**src/rtl/lamp_conflict_guard.sv**
```systemverilog
// Lamp conflict guard: registered pass-through of the 14 lamp drives, with filtered and latched
// conflict/sanity faults that force flashing amber. Optional LAMP_GUARD_LOG_EN adds a fault counter.
module lamp_conflict_guard #(
    parameter int unsigned FILTER_CYC = 4,
    parameter int unsigned BOOT_CYC   = 20_000_000,
    parameter int unsigned FLASH_DIV  = 5_000_000
) (
    input  logic       clk,
    input  logic       rst,
    input  logic       service_i,
    input  logic       clear_i,
    input  logic [3:0] grn_i,
    input  logic [3:0] ylw_i,
    input  logic [3:0] red_i,
    input  logic       ped_grn_i,
    input  logic       ped_red_i,
    output logic [3:0] grn_o,
    output logic [3:0] ylw_o,
    output logic [3:0] red_o,
    output logic       ped_grn_o,
    output logic       ped_red_o,
    output logic       fault_o,
    output logic [1:0] fault_code_o
`ifdef LAMP_GUARD_LOG_EN
    ,
    output logic [7:0] fault_cnt_o
`endif
);

    localparam int unsigned FW = $clog2(FILTER_CYC + 1);
    localparam int unsigned BW = $clog2(BOOT_CYC + 1);
    localparam int unsigned DW = $clog2(FLASH_DIV + 1);

    localparam logic [1:0] ST_BOOT  = 2'd0;
    localparam logic [1:0] ST_PASS  = 2'd1;
    localparam logic [1:0] ST_FAULT = 2'd2;

    localparam logic [1:0] CODE_NONE  = 2'b00;
    localparam logic [1:0] CODE_GRN   = 2'b01;
    localparam logic [1:0] CODE_PED   = 2'b10;
    localparam logic [1:0] CODE_SANE  = 2'b11;

    logic [1:0]    state_q, state_d;
    logic [FW-1:0] flt_cnt_q, flt_cnt_d;
    logic [BW-1:0] boot_cnt_q, boot_cnt_d;
    logic [DW-1:0] flash_cnt_q, flash_cnt_d;
    logic          phase_q, phase_d;
    logic [3:0]    grn_q, grn_d;
    logic [3:0]    ylw_q, ylw_d;
    logic [3:0]    red_q, red_d;
    logic          ped_grn_q, ped_grn_d;
    logic          ped_red_q, ped_red_d;
    logic          fault_q, fault_d;
    logic [1:0]    code_q, code_d;
`ifdef LAMP_GUARD_LOG_EN
    logic [7:0]    fault_cnt_q, fault_cnt_d;
`endif

    logic       grn_conflict;
    logic       ped_conflict;
    logic       sanity_err;
    logic [3:0] head_bad;
    logic [1:0] viol_code;
    logic       viol;

    // Violation classification; x & (x-1) is non-zero exactly when more than one green is lit.
    always_comb begin
        grn_conflict = |(grn_i & (grn_i - 4'd1));
        ped_conflict = ped_grn_i & (|grn_i);
        for (int i = 0; i < 4; i++) begin
            head_bad[i] = ~((grn_i[i] ^ ylw_i[i] ^ red_i[i]) & ~(grn_i[i] & ylw_i[i] & red_i[i]));
        end
        sanity_err = ~service_i & ((|head_bad) | (ped_grn_i & ped_red_i));
        if (grn_conflict) begin
            viol_code = CODE_GRN;
        end else if (ped_conflict) begin
            viol_code = CODE_PED;
        end else if (sanity_err) begin
            viol_code = CODE_SANE;
        end else begin
            viol_code = CODE_NONE;
        end
        viol = (viol_code != CODE_NONE);
    end

    // Next-state and registered-output logic.
    always_comb begin
        state_d     = state_q;
        flt_cnt_d   = flt_cnt_q;
        boot_cnt_d  = boot_cnt_q;
        flash_cnt_d = flash_cnt_q;
        phase_d     = phase_q;
        fault_d     = fault_q;
        code_d      = code_q;
`ifdef LAMP_GUARD_LOG_EN
        fault_cnt_d = fault_cnt_q;
`endif
        grn_d       = 4'h0;
        ylw_d       = 4'h0;
        red_d       = 4'hF;
        ped_grn_d   = 1'b0;
        ped_red_d   = 1'b1;

        case (state_q)
            ST_BOOT: begin
                if (boot_cnt_q == BW'(BOOT_CYC - 1)) begin
                    boot_cnt_d = '0;
                    state_d    = ST_PASS;
                end else begin
                    boot_cnt_d = boot_cnt_q + BW'(1);
                end
            end
            ST_PASS: begin
                if (viol) begin
                    if (flt_cnt_q == FW'(FILTER_CYC - 1)) begin
                        state_d     = ST_FAULT;
                        flt_cnt_d   = '0;
                        code_d      = viol_code;
                        fault_d     = 1'b1;
                        flash_cnt_d = '0;
                        phase_d     = 1'b1;
`ifdef LAMP_GUARD_LOG_EN
                        if (fault_cnt_q != 8'hFF) begin
                            fault_cnt_d = fault_cnt_q + 8'd1;
                        end
`endif
                    end else begin
                        flt_cnt_d = flt_cnt_q + FW'(1);
                    end
                end else begin
                    flt_cnt_d = '0;
                end
            end
            ST_FAULT: begin
                if (clear_i && !viol) begin
                    state_d   = ST_PASS;
                    fault_d   = 1'b0;
                    flt_cnt_d = '0;
                end else if (flash_cnt_q == DW'(FLASH_DIV - 1)) begin
                    flash_cnt_d = '0;
                    phase_d     = ~phase_q;
                end else begin
                    flash_cnt_d = flash_cnt_q + DW'(1);
                end
            end
            default: begin
                state_d = ST_BOOT;
            end
        endcase

        // Lamps follow the state being entered so fault flashing starts on the entry edge.
        if (state_q == ST_BOOT) begin
            grn_d = 4'h0;
        end else if (state_d == ST_FAULT) begin
            red_d     = 4'h0;
            ped_red_d = 1'b0;
            ylw_d     = {4{phase_d}};
        end else begin
            grn_d     = grn_i;
            ylw_d     = ylw_i;
            red_d     = red_i;
            ped_grn_d = ped_grn_i;
            ped_red_d = ped_red_i;
        end
    end

    always_ff @(posedge clk or posedge rst) begin
        if (rst) begin
            state_q     <= ST_BOOT;
            flt_cnt_q   <= '0;
            boot_cnt_q  <= '0;
            flash_cnt_q <= '0;
            phase_q     <= 1'b0;
            grn_q       <= 4'h0;
            ylw_q       <= 4'h0;
            red_q       <= 4'hF;
            ped_grn_q   <= 1'b0;
            ped_red_q   <= 1'b1;
            fault_q     <= 1'b0;
            code_q      <= CODE_NONE;
`ifdef LAMP_GUARD_LOG_EN
            fault_cnt_q <= 8'h00;
`endif
        end else begin
            state_q     <= state_d;
            flt_cnt_q   <= flt_cnt_d;
            boot_cnt_q  <= boot_cnt_d;
            flash_cnt_q <= flash_cnt_d;
            phase_q     <= phase_d;
            grn_q       <= grn_d;
            ylw_q       <= ylw_d;
            red_q       <= red_d;
            ped_grn_q   <= ped_grn_d;
            ped_red_q   <= ped_red_d;
            fault_q     <= fault_d;
            code_q      <= code_d;
`ifdef LAMP_GUARD_LOG_EN
            fault_cnt_q <= fault_cnt_d;
`endif
        end
    end

    assign grn_o        = grn_q;
    assign ylw_o        = ylw_q;
    assign red_o        = red_q;
    assign ped_grn_o    = ped_grn_q;
    assign ped_red_o    = ped_red_q;
    assign fault_o      = fault_q;
    assign fault_code_o = code_q;
`ifdef LAMP_GUARD_LOG_EN
    assign fault_cnt_o  = fault_cnt_q;
`endif

endmodule

```
**config.mk**
```make
export PLATFORM = sky130hd
export DESIGN_NAME = lamp_conflict_guard
export DESIGN_NICKNAME = d
export VERILOG_FILES = /design/src/rtl/lamp_conflict_guard.sv
export SDC_FILE = /design/constraint.sdc
export NUM_CORES = 1
export LEC_CHECK = 0
export CORE_ASPECT_RATIO = 1.5
export CORE_UTILIZATION = 52
export CTS_CLUSTER_SIZE = 28
export DETAILED_ROUTE_END_ITERATION = 7
export HOLD_SLACK_MARGIN = 0.12
export PLACE_DENSITY = 0.75
export RECOVER_POWER = 25
export SYNTH_ARGS = -nofsm -noshare
export SYNTH_HDL_FRONTEND = slang
export SYNTH_SLANG_ARGS = --single-unit
```
**constraint.sdc**
```tcl
create_clock -name clk -period 2.2 [get_ports clk]
set_clock_uncertainty 0.1 [all_clocks]
set_input_delay 0.44 -clock clk [delete_from_list [all_inputs] [get_ports clk]]
set_output_delay 0.44 -clock clk [all_outputs]
set_load 0.02 [all_outputs]
```
==> summary.json, run 1 <==
{
  "peakVddDrop_mv": 0.919,
  "die_h_um": 110,
  "max-slew-margin-rel_pct": 34.2,
  "final.period_utilization_pct": 102,
  "grt_antenna_before_repair": 0,
  "ys.warnings.count": 0,
  "route.vias.total": 3864,
  "global_route.overflow_total": 0,
  "path_clk_slew_ns": 0.06,
  "ordered_list_of_cells_on_the_worst_path": "buf_6 > ha_4 > inv_2 > a222oi_1 > buf_4 > nand2_2 > a211o_1 > o211a_4 > o32ai_2",
  "ys_ff_latch": 71,
  "first_pass_grt_wire_length_um": 17700,
  "rsz0062_at_grt": "yes",
  "crit_path_max_fanout": 6,
  "finish.utilization_pct": 74.4,
  "hpwlAfterDp_um": 7490,
  "postSynth.asyncResetShare_pct": 100,
  "worst_r2r_startpoint": "state_q[0]",
  "synthDistinctLibCells": 66,
  "fp.dieW_um": 73.9,
  "timing.critical_path.required_ns": 2.33,
  "fillerInstances": 485,
  "proportion_of_power_drawn_by_flip_flops_and_latches_pct": 31.5,
  "power_density_nw_per_um2": 984,
  "routed_wl_um": 11400,
  "kind_of_cell_adding_the_most_delay_to_the_critical_path": "compound AO/OA/AOI/OAI gates",
  "maxCapViolations": 0,
  "timing.final.hold_violations": 0,
  "nets": 571,
  "cts_buffers": 9,
  "core_area_um2": 7560,
  "layoutNonFillerInstCount": 649,
  "post_route_cells_drive_above_1_share_pct": 30.2,
  "data_arrival_critical_path_ns": 2.38,
  "synth.net_count": 457,
  "cp_slowest_cell": "a222oi_1",
  "post_synth.cell_area_avg_um2": 9.42,
  "clock_power_share_pct": 27.3,
  "status": "finished, violations left",
  "wire_per_inst_um": 17.6,
  "violations_in_the_final_reports": "setup timing",
  "ff_latch_area_um2": 1780,
  "cts_max_level": 3,
  "switching_share_pct": 35.2,
  "timing.fmax_mhz": 444,
  "cts_stage_hold_buffer_count": 0,
  "initial_utilization_pct": 53.3,
  "drt_pass1_iterations": 5,
  "end_kind": "flip-flop",
  "p_leak_nw": 2.43,
  "port_buffers": 34,
  "cts_tree": "yes",
  "setup.worst_path.start": "ylw_i[3]",
  "floorplan.die_area_um2": 8110,
  "multi_input_comb_area_um2": 2300,
  "cts.sinks": 71,
  "setup_viol_count_final": 18,
  "min_path_type": "in -> reg",
  "internal_power_mw": 3.59,
  "count_of_antenna_diodes_in_the_layout": 0,
  "largest_net_degree_at_the_start_of_global_routing": 35,
  "design.portCount": 35,
  "placementRows": 39,
  "post-route-worst-setup-slack_ns": -0.0527,
  "synth.yosys.seq_area_share_pct": 44.2,
  "ant_nets": 0,
  "netlist_area_um2": 4030,
  "worstHoldStart": "ped_red_i",
  "starting_drt_drc_count": 454,
  "finalHoldWorstSlack_ns": 0.284,
  "gr-usage-all-layers_pct": 29.0,
  "timing_worst_slew_pin_value_ns": 0.982,
  "area.growth.synth_to_final_pct": 39.6,
  "clock_tree.buffer_depth": 2,
  "worstSetupStartpointType": "input port",
  "number_of_cells_after_detailed_placement": 624,
  "final_max_slew_viol_count": 0,
  "grt_pass1_vias": 3844,
  "dominantRegCellSynth": "dfrtp_1",
  "worstPathBufferInverterCount": 3,
  "gp_routability_congestion": 0.818,
  "total_switching_power_mw": 1.95,
  "vias_per_cell": 5.95,
  "netlist_instances": 428,
  "crit_path_max_incr_delay_ns": 0.38,
  "clock_latency_ns": 0.34,
  "min_period_ns": 2.25,
  "root_buffer": "clkbuf_16",
  "type_of_the_worst_setup_path": "in -> reg",
  "power_frac_comb_pct": 41.2,
  "drc_errors": 0,
  "synth_edf_count": 0
}
[cell families (layout without fill, tap and decap cells)]
logic type	count (synthesis)	after routing	share of synthesized area, %
compound gates	123	123	21.4
xor+xnor	16	16	3.48
flops	71	71	44.2
mux	4	4	1.06
fa+ha+maj	13	13	3.94
buf+inv	40	159	4.13
simple gates	161	161	21.8
[repair_timing]
item / CTS / global route
resized for setup: 51 / 43
pin swaps: 13 / 26
endpoints found under the setup margin: 45 / 48
setup buffers: 0 / 9
gates cloned: 0 / 0
[metal layers]
metal,wire length [um],up-vias,GRT usage (%)
met5,0,-,0
met4,513,0,16.3
met2,6170,134,51.8
met3,456,43,5.59
li1,-,1804,-
met1,4250,1883,31.6
[cells in the mapped netlist (4+ instances only)]
master | number | share of area, %
a22oi_1 | 5 | 0.93
xor2_1 | 5 | 1.1
o21ai_1 | 13 | 1.6
nor3_1 | 18 | 2.2
o21bai_1 | 5 | 0.93
inv_1 | 26 | 2.4
buf_2 | 4 | 0.50
nor2_1 | 27 | 2.5
nand3_1 | 15 | 1.9
and4_1 | 6 | 1.3
dfrtp_1 | 66 | 41
o32ai_1 | 5 | 1.1
o21ai_0 | 32 | 4.0
clkbuf_1 | 7 | 0.65
nand2b_1 | 10 | 1.6
xnor2_1 | 11 | 2.4
nand2_1 | 36 | 3.4
and3_1 | 6 | 0.93
a21oi_1 | 6 | 0.75
nor3b_2 | 5 | 1.6
ha_1 | 11 | 3.4
o21a_1 | 5 | 0.93
nand4_1 | 14 | 2.2
dfstp_2 | 5 | 3.3
nor4_1 | 6 | 0.93
a22o_1 | 20 | 4.3
[state kept, by name, summed over array words and instances, names as in the netlist]
signal	flops
boot_cnt_q	25
fault_code_o	2
fault_o	1
flash_cnt_q	23
flt_cnt_q	3
grn_o	4
ped_grn_o	1
ped_red_o	1
phase_q	1
red_o	4
state_q	2
ylw_o	4
[cells in the final DEF (no fill, tap or decap), types with 6 or more instances in the layout]
master	Yosys	routed
nand2_1	36	35
o21ai_0	32	25
nand4_1	14	14
nor2_1	27	26
xnor2_1	11	11
and4_1	6	6
nand2b_1	10	8
nor3_1	18	18
buf_6	1	10
nand3_1	15	14
clkbuf_16	0	9
clkdlybuf4s50_1	0	19
a22o_1	20	19
inv_1	26	21
dfrtp_1	66	65
o21ai_1	13	20
buf_4	1	74
[stage by stage]
step / setup TNS, ns / area [um2] / power, mW / setup slack [ns]
after floorplan: -1.68 / 4090 / 2.90 / -0.102
after global placement: -27.29 / 5070 / 3.64 / -0.673
after detailed placement: -29.58 / 5070 / 3.71 / -0.746
after CTS: 0 / 5440 / 5.37 / 0.00328
after global routing: -3.29 / 5630 / 5.78 / -0.173
final: -0.406 / 5630 / 5.54 / -0.0527
[path summary, 6_finish.rpt]
path | cells past startpoint | slack (ns) | endpoint
max | 9 | -0.05 | ylw_o[1]
min | 3 | 0.28 | ped_red_o
max reg2reg | 8 | 0.02 | ylw_o[1]
min reg2reg | 1 | 0.38 | boot_cnt_q[6]
max in group asynchronous | 3 | 0.42 | boot_cnt_q[0]
min in group asynchronous | 2 | 0.62 | boot_cnt_q[9]
[final cells by class]
cell class	count	share of cell area (%)
Multi-Input combinational cell	317	40.8
Sequential cell	71	31.7
Timing Repair Buffer	117	17.9
Clock buffer	10	4.25
Tap cell	102	2.27
Inverter	26	1.76
Clock inverter	6	1.22
[tightest hold or removal path, delay by kind of cell]
family          cells  cell delay (ns)
compound gates      1             0.07
buf+inv             2             0.20
[power groups by stage]
| stage | Clock, mW | Combinational [mW] | Sequential (mW) |
|---|---|---|---|
| after floorplan | 0 | 1.03 | 1.87 |
| after global placement | 0 | 1.91 | 1.74 |
| after detailed placement | 0 | 1.97 | 1.74 |
| after CTS | 1.52 | 2.11 | 1.73 |
| after global routing | 1.58 | 2.43 | 1.77 |
| final | 1.51 | 2.28 | 1.74 |
Note: power is estimated with default switching activity, not from simulation.
==> run 2: changes to the inputs <==
Settings changed: GPL_TIMING_DRIVEN from default to 1.
==> results of run 2 <==
Final layout, timing and power as in run 1 (identical DEF).
==> run 3: changes to the inputs <==
Settings changed: CORE_UTILIZATION 52 to 58, PLACE_DENSITY 0.75 to 0.79.
Clock period 2.2 ns to 2.3 ns, I/O delays scaled along.
==> summary.json, run 3 (synthesized netlist as in run 1, its figures left out) <==
{
  "total_switching_power": {"value": 1.71, "unit": "mW", "change": "-12%"},
  "cts_stage_hold_buffer_count": {"value": 0, "change": "unchanged"},
  "route.vias.total": {"value": 3869, "change": "+0.13%"},
  "internal_power": {"value": 3.05, "unit": "mW", "change": "-15%"},
  "ant_nets": {"value": 0, "change": "unchanged"},
  "worstSetupStartpointType": "input port",
  "count_of_antenna_diodes_in_the_layout": {"value": 0, "change": "unchanged"},
  "timing_worst_slew_pin_value": {"value": 1.00, "unit": "ns", "change": "+0.0185 ns"},
  "largest_register_ffs": {"value": 25, "change": "unchanged"},
  "cts_buffers": {"value": 9, "change": "unchanged"},
  "initial_utilization": {"value": 60.9, "unit": "%", "change": "+7.6 points"},
  "end_kind": "flip-flop",
  "r2r_cells": {"value": 8, "change": "unchanged"},
  "routed_wl": {"value": 10800, "unit": "um", "change": "-5.4%"},
  "power_frac_comb": {"value": 44.3, "unit": "%", "change": "+3.1 points"},
  "worst_r2r_startpoint": "boot_cnt_q[22]",
  "p_leak": {"value": 2.28, "unit": "nW", "change": "-5.8%"},
  "wire_per_inst": {"value": 17.8, "unit": "um", "change": "+1.3%"},
  "clock_power_share": {"value": 20.8, "unit": "%", "change": "-6.5 points"},
  "global_route.overflow_total": {"value": 0, "change": "unchanged"},
  "proportion_of_power_drawn_by_flip_flops_and_latches": {"value": 34.8, "unit": "%", "change": "+3.3 points"},
  "whs_endpoint": "ylw_o[1]",
  "root_buffer": "clkbuf_8",
  "core_area": {"value": 6620, "unit": "um2", "change": "-12%"},
  "post-route-worst-setup-slack": {"value": 0.0321, "unit": "ns", "change": "+0.0848 ns"},
  "layout_common_cells": "64 x dfrtp_1, 60 x buf_4, 36 x nand2_1, 31 x o21ai_0, 26 x nor2_1",
  "fillerInstances": {"value": 433, "change": "-11%"},
  "ordered_list_of_cells_on_the_worst_path": "buf_2 > ha_4 > nand2b_1 > a222oi_1 > buf_4 > nand2_1 > a211o_1 > o211a_4 > buf_6 > o32ai_2",
  "mostFrequentLayoutCell": "dfrtp_1",
  "drc_errors": {"value": 0, "change": "unchanged"},
  "vias_per_cell": {"value": 6.38, "change": "+7.2%"},
  "clock_latency": {"value": 0.36, "unit": "ns", "change": "+0.02 ns"},
  "post_route_cells_drive_above_1_share": {"value": 26.4, "unit": "%", "change": "-3.7 points"},
  "register_name_with_the_most_flops": "boot_cnt_q",
  "port_buffers": {"value": 34, "change": "unchanged"},
  "starting_drt_drc_count": {"value": 348, "change": "-23%"},
  "layout_top_registers": "boot_cnt_q (25), flash_cnt_q (23)",
  "cts.sinks": {"value": 71, "change": "unchanged"},
  "cp_slowest_cell": "a222oi_1",
  "final_max_slew_viol_count": {"value": 0, "change": "unchanged"},
  "maxCapViolations": {"value": 0, "change": "unchanged"},
  "final.period_utilization_pct": 98.6,
  "design.portCount": {"value": 35, "change": "unchanged"},
  "setup_viol_count_final": {"value": 0, "change": "-18"},
  "max-slew-margin-rel": {"value": 33.0, "unit": "%", "change": "-1.2 points"},
  "crit_path_max_incr_delay": {"value": 0.35, "unit": "ns", "change": "-0.03 ns"},
  "clock_tree.buffer_depth": {"value": 2, "change": "unchanged"},
  "multi_input_comb_area": {"value": 2250, "unit": "um2", "change": "-2.2%"},
  "timing.critical_path.required": {"value": 2.46, "unit": "ns", "change": "+0.13 ns"},
  "ff_latch_area": {"value": 1790, "unit": "um2", "change": "about the same"},
  "drt_pass1_iterations": {"value": 7, "change": "+2"},
  "grt_pass1_vias": {"value": 3822, "change": "-0.57%"},
  "min_period_ns": 2.27,
  "timing.fmax_mhz": 441,
  "finalHoldWorstSlack": {"value": 0.292, "unit": "ns", "change": "+0.00814 ns"},
  "grt_antenna_before_repair": {"value": 0, "change": "unchanged"},
  "power_density": {"value": 903, "unit": "nW/um2", "change": "-8.2%"},
  "hold_depth": {"value": 3, "change": "unchanged"},
  "crit_path_max_fanout": {"value": 5, "change": "-1"},
  "switching_share": {"value": 35.9, "unit": "%", "change": "+0.71 points"},
  "floorplan.die_area": {"value": 7290, "unit": "um2", "change": "-10%"},
  "gr-usage-all-layers": {"value": 29.9, "unit": "%", "change": "+0.82 points"},
  "critical_path.reg2reg.endpoint": "ylw_o[3]",
  "setup.reg_to_reg.worst_slack": {"value": 0.05, "unit": "ns", "change": "+0.03 ns"},
  "data_arrival_critical_path": {"value": 2.42, "unit": "ns", "change": "+0.04 ns"},
  "preCtsSetupSlack": {"value": -0.675, "unit": "ns", "change": "+0.0710 ns"},
  "gp_routability_congestion": {"value": 0.883, "change": "+8.1%"},
  "fin_tns_setup": {"value": 0, "unit": "ns", "change": "+0.406 ns"},
  "path_clk_slew": {"value": 0.07, "unit": "ns", "change": "about the same"},
  "largest_net_degree_at_the_start_of_global_routing": {"value": 38, "change": "+8.6%"},
  "placementRows": {"value": 36, "change": "-7.7%"},
  "cts_tree": "yes",
  "peakVddDrop": {"value": 0.687, "unit": "mV", "change": "-25%"},
  "die_h": {"value": 104, "unit": "um", "change": "-5.2%"},
  "hpwlAfterDp": {"value": 7310, "unit": "um", "change": "-2.4%"},
  "nets": {"value": 555, "change": "-2.8%"},
  "status": "finished clean",
  "type_of_the_worst_setup_path": "in -> reg",
  "cts_max_level": {"value": 3, "change": "unchanged"},
  "fp.dieW": {"value": 70.1, "unit": "um", "change": "-5.2%"},
  "first_pass_grt_wire_length": {"value": 17400, "unit": "um", "change": "-2.1%"},
  "timing.final.hold_violations": {"value": 0, "change": "unchanged"},
  "min_path_type": "in -> reg",
  "area.growth.synth_to_final_pct": 30.5,
  "worstHoldStart": "ylw_i[1]"
}
## run 3: cell count changes in the layout (fill, tap and decap cells not counted), moves of 3 or more
cell / change
buf_6: -6
clkbuf_16: -9
clkbuf_8: +9
clkinvlp_4: -4
clkbuf_2: +3
buf_4: -14
o21ai_1: -6
o21ai_0: +6
## run 3: layout make-up
class,count,area share [%]
multi-input cells,317,42.7
flip-flops and latches,71,33.9
repair buffers,101,16.1
clock buffers,12,2.76
inverters,26,1.88
well taps,76,1.81
clock inverters,3,0.832
## run 3: worst max path at each step
stage               slack, ns           start  cells past startpoint               to
global route            -0.03  boot_cnt_q[22]                      8         ylw_o[3]
detailed placement      -0.68        grn_i[2]                     10         grn_o[3]
finish                   0.03        grn_i[3]                     10         ylw_o[3]
global placement        -0.64        grn_i[2]                     10         grn_o[3]
CTS                    0.0004        grn_i[2]                     10  flash_cnt_q[10]
floorplan               -0.02        ylw_i[3]                      8   flash_cnt_q[2]
## run 3: critical path: cells and delay by family
kind / cells / cell delay (ns)
simple gates: 2 / 0.18
compound gates: 4 / 1.19
buf+inv: 3 / 0.44
fa+ha+maj: 1 / 0.15
## run 3: power by group through the flow
| stage | combinational, mW | sequential (mW) | clock [mW] |
|---|---|---|---|
| floorplan | 0.960 | 1.79 | 0 |
| finish | 2.11 | 1.66 | 0.990 |
| CTS | 2.00 | 1.65 | 0.995 |
| detailed placement | 1.88 | 1.67 | 0 |
| global route | 2.26 | 1.68 | 1.04 |
| global placement | 1.83 | 1.66 | 0 |
## run 3: layer usage
layer | GRT usage, % | share of wire, % | vias to the layer above
met5 | 0 | 0 | -
met4 | 15.3 | 3.7 | 0
met3 | 6.49 | 4.7 | 43
met2 | 50.3 | 52 | 156
met1 | 35.4 | 40 | 1894
li1 | - | - | 1776
## run 3: per-stage QoR
step / instances / cell area, um2 / power (mW) / utilization, %
2_1_floorplan: 428 / 4090 / 2.75 / -
3_3_place_gp: 586 / 4950 / 3.49 / 74.7
3_5_place_dp: 586 / 4950 / 3.55 / 74.7
4_1_cts: 602 / 5200 / 4.64 / 78.5
5_1_grt: 606 / 5260 / 4.98 / 79.5
6_report: 606 / 5260 / 4.75 / 79.5
## run 3: timing repair
item | CTS | global route
pin swaps | 6 | 12
setup endpoints to repair | 43 | 37
gates resized for setup | 31 | 32
buffers inserted | 1 | 4
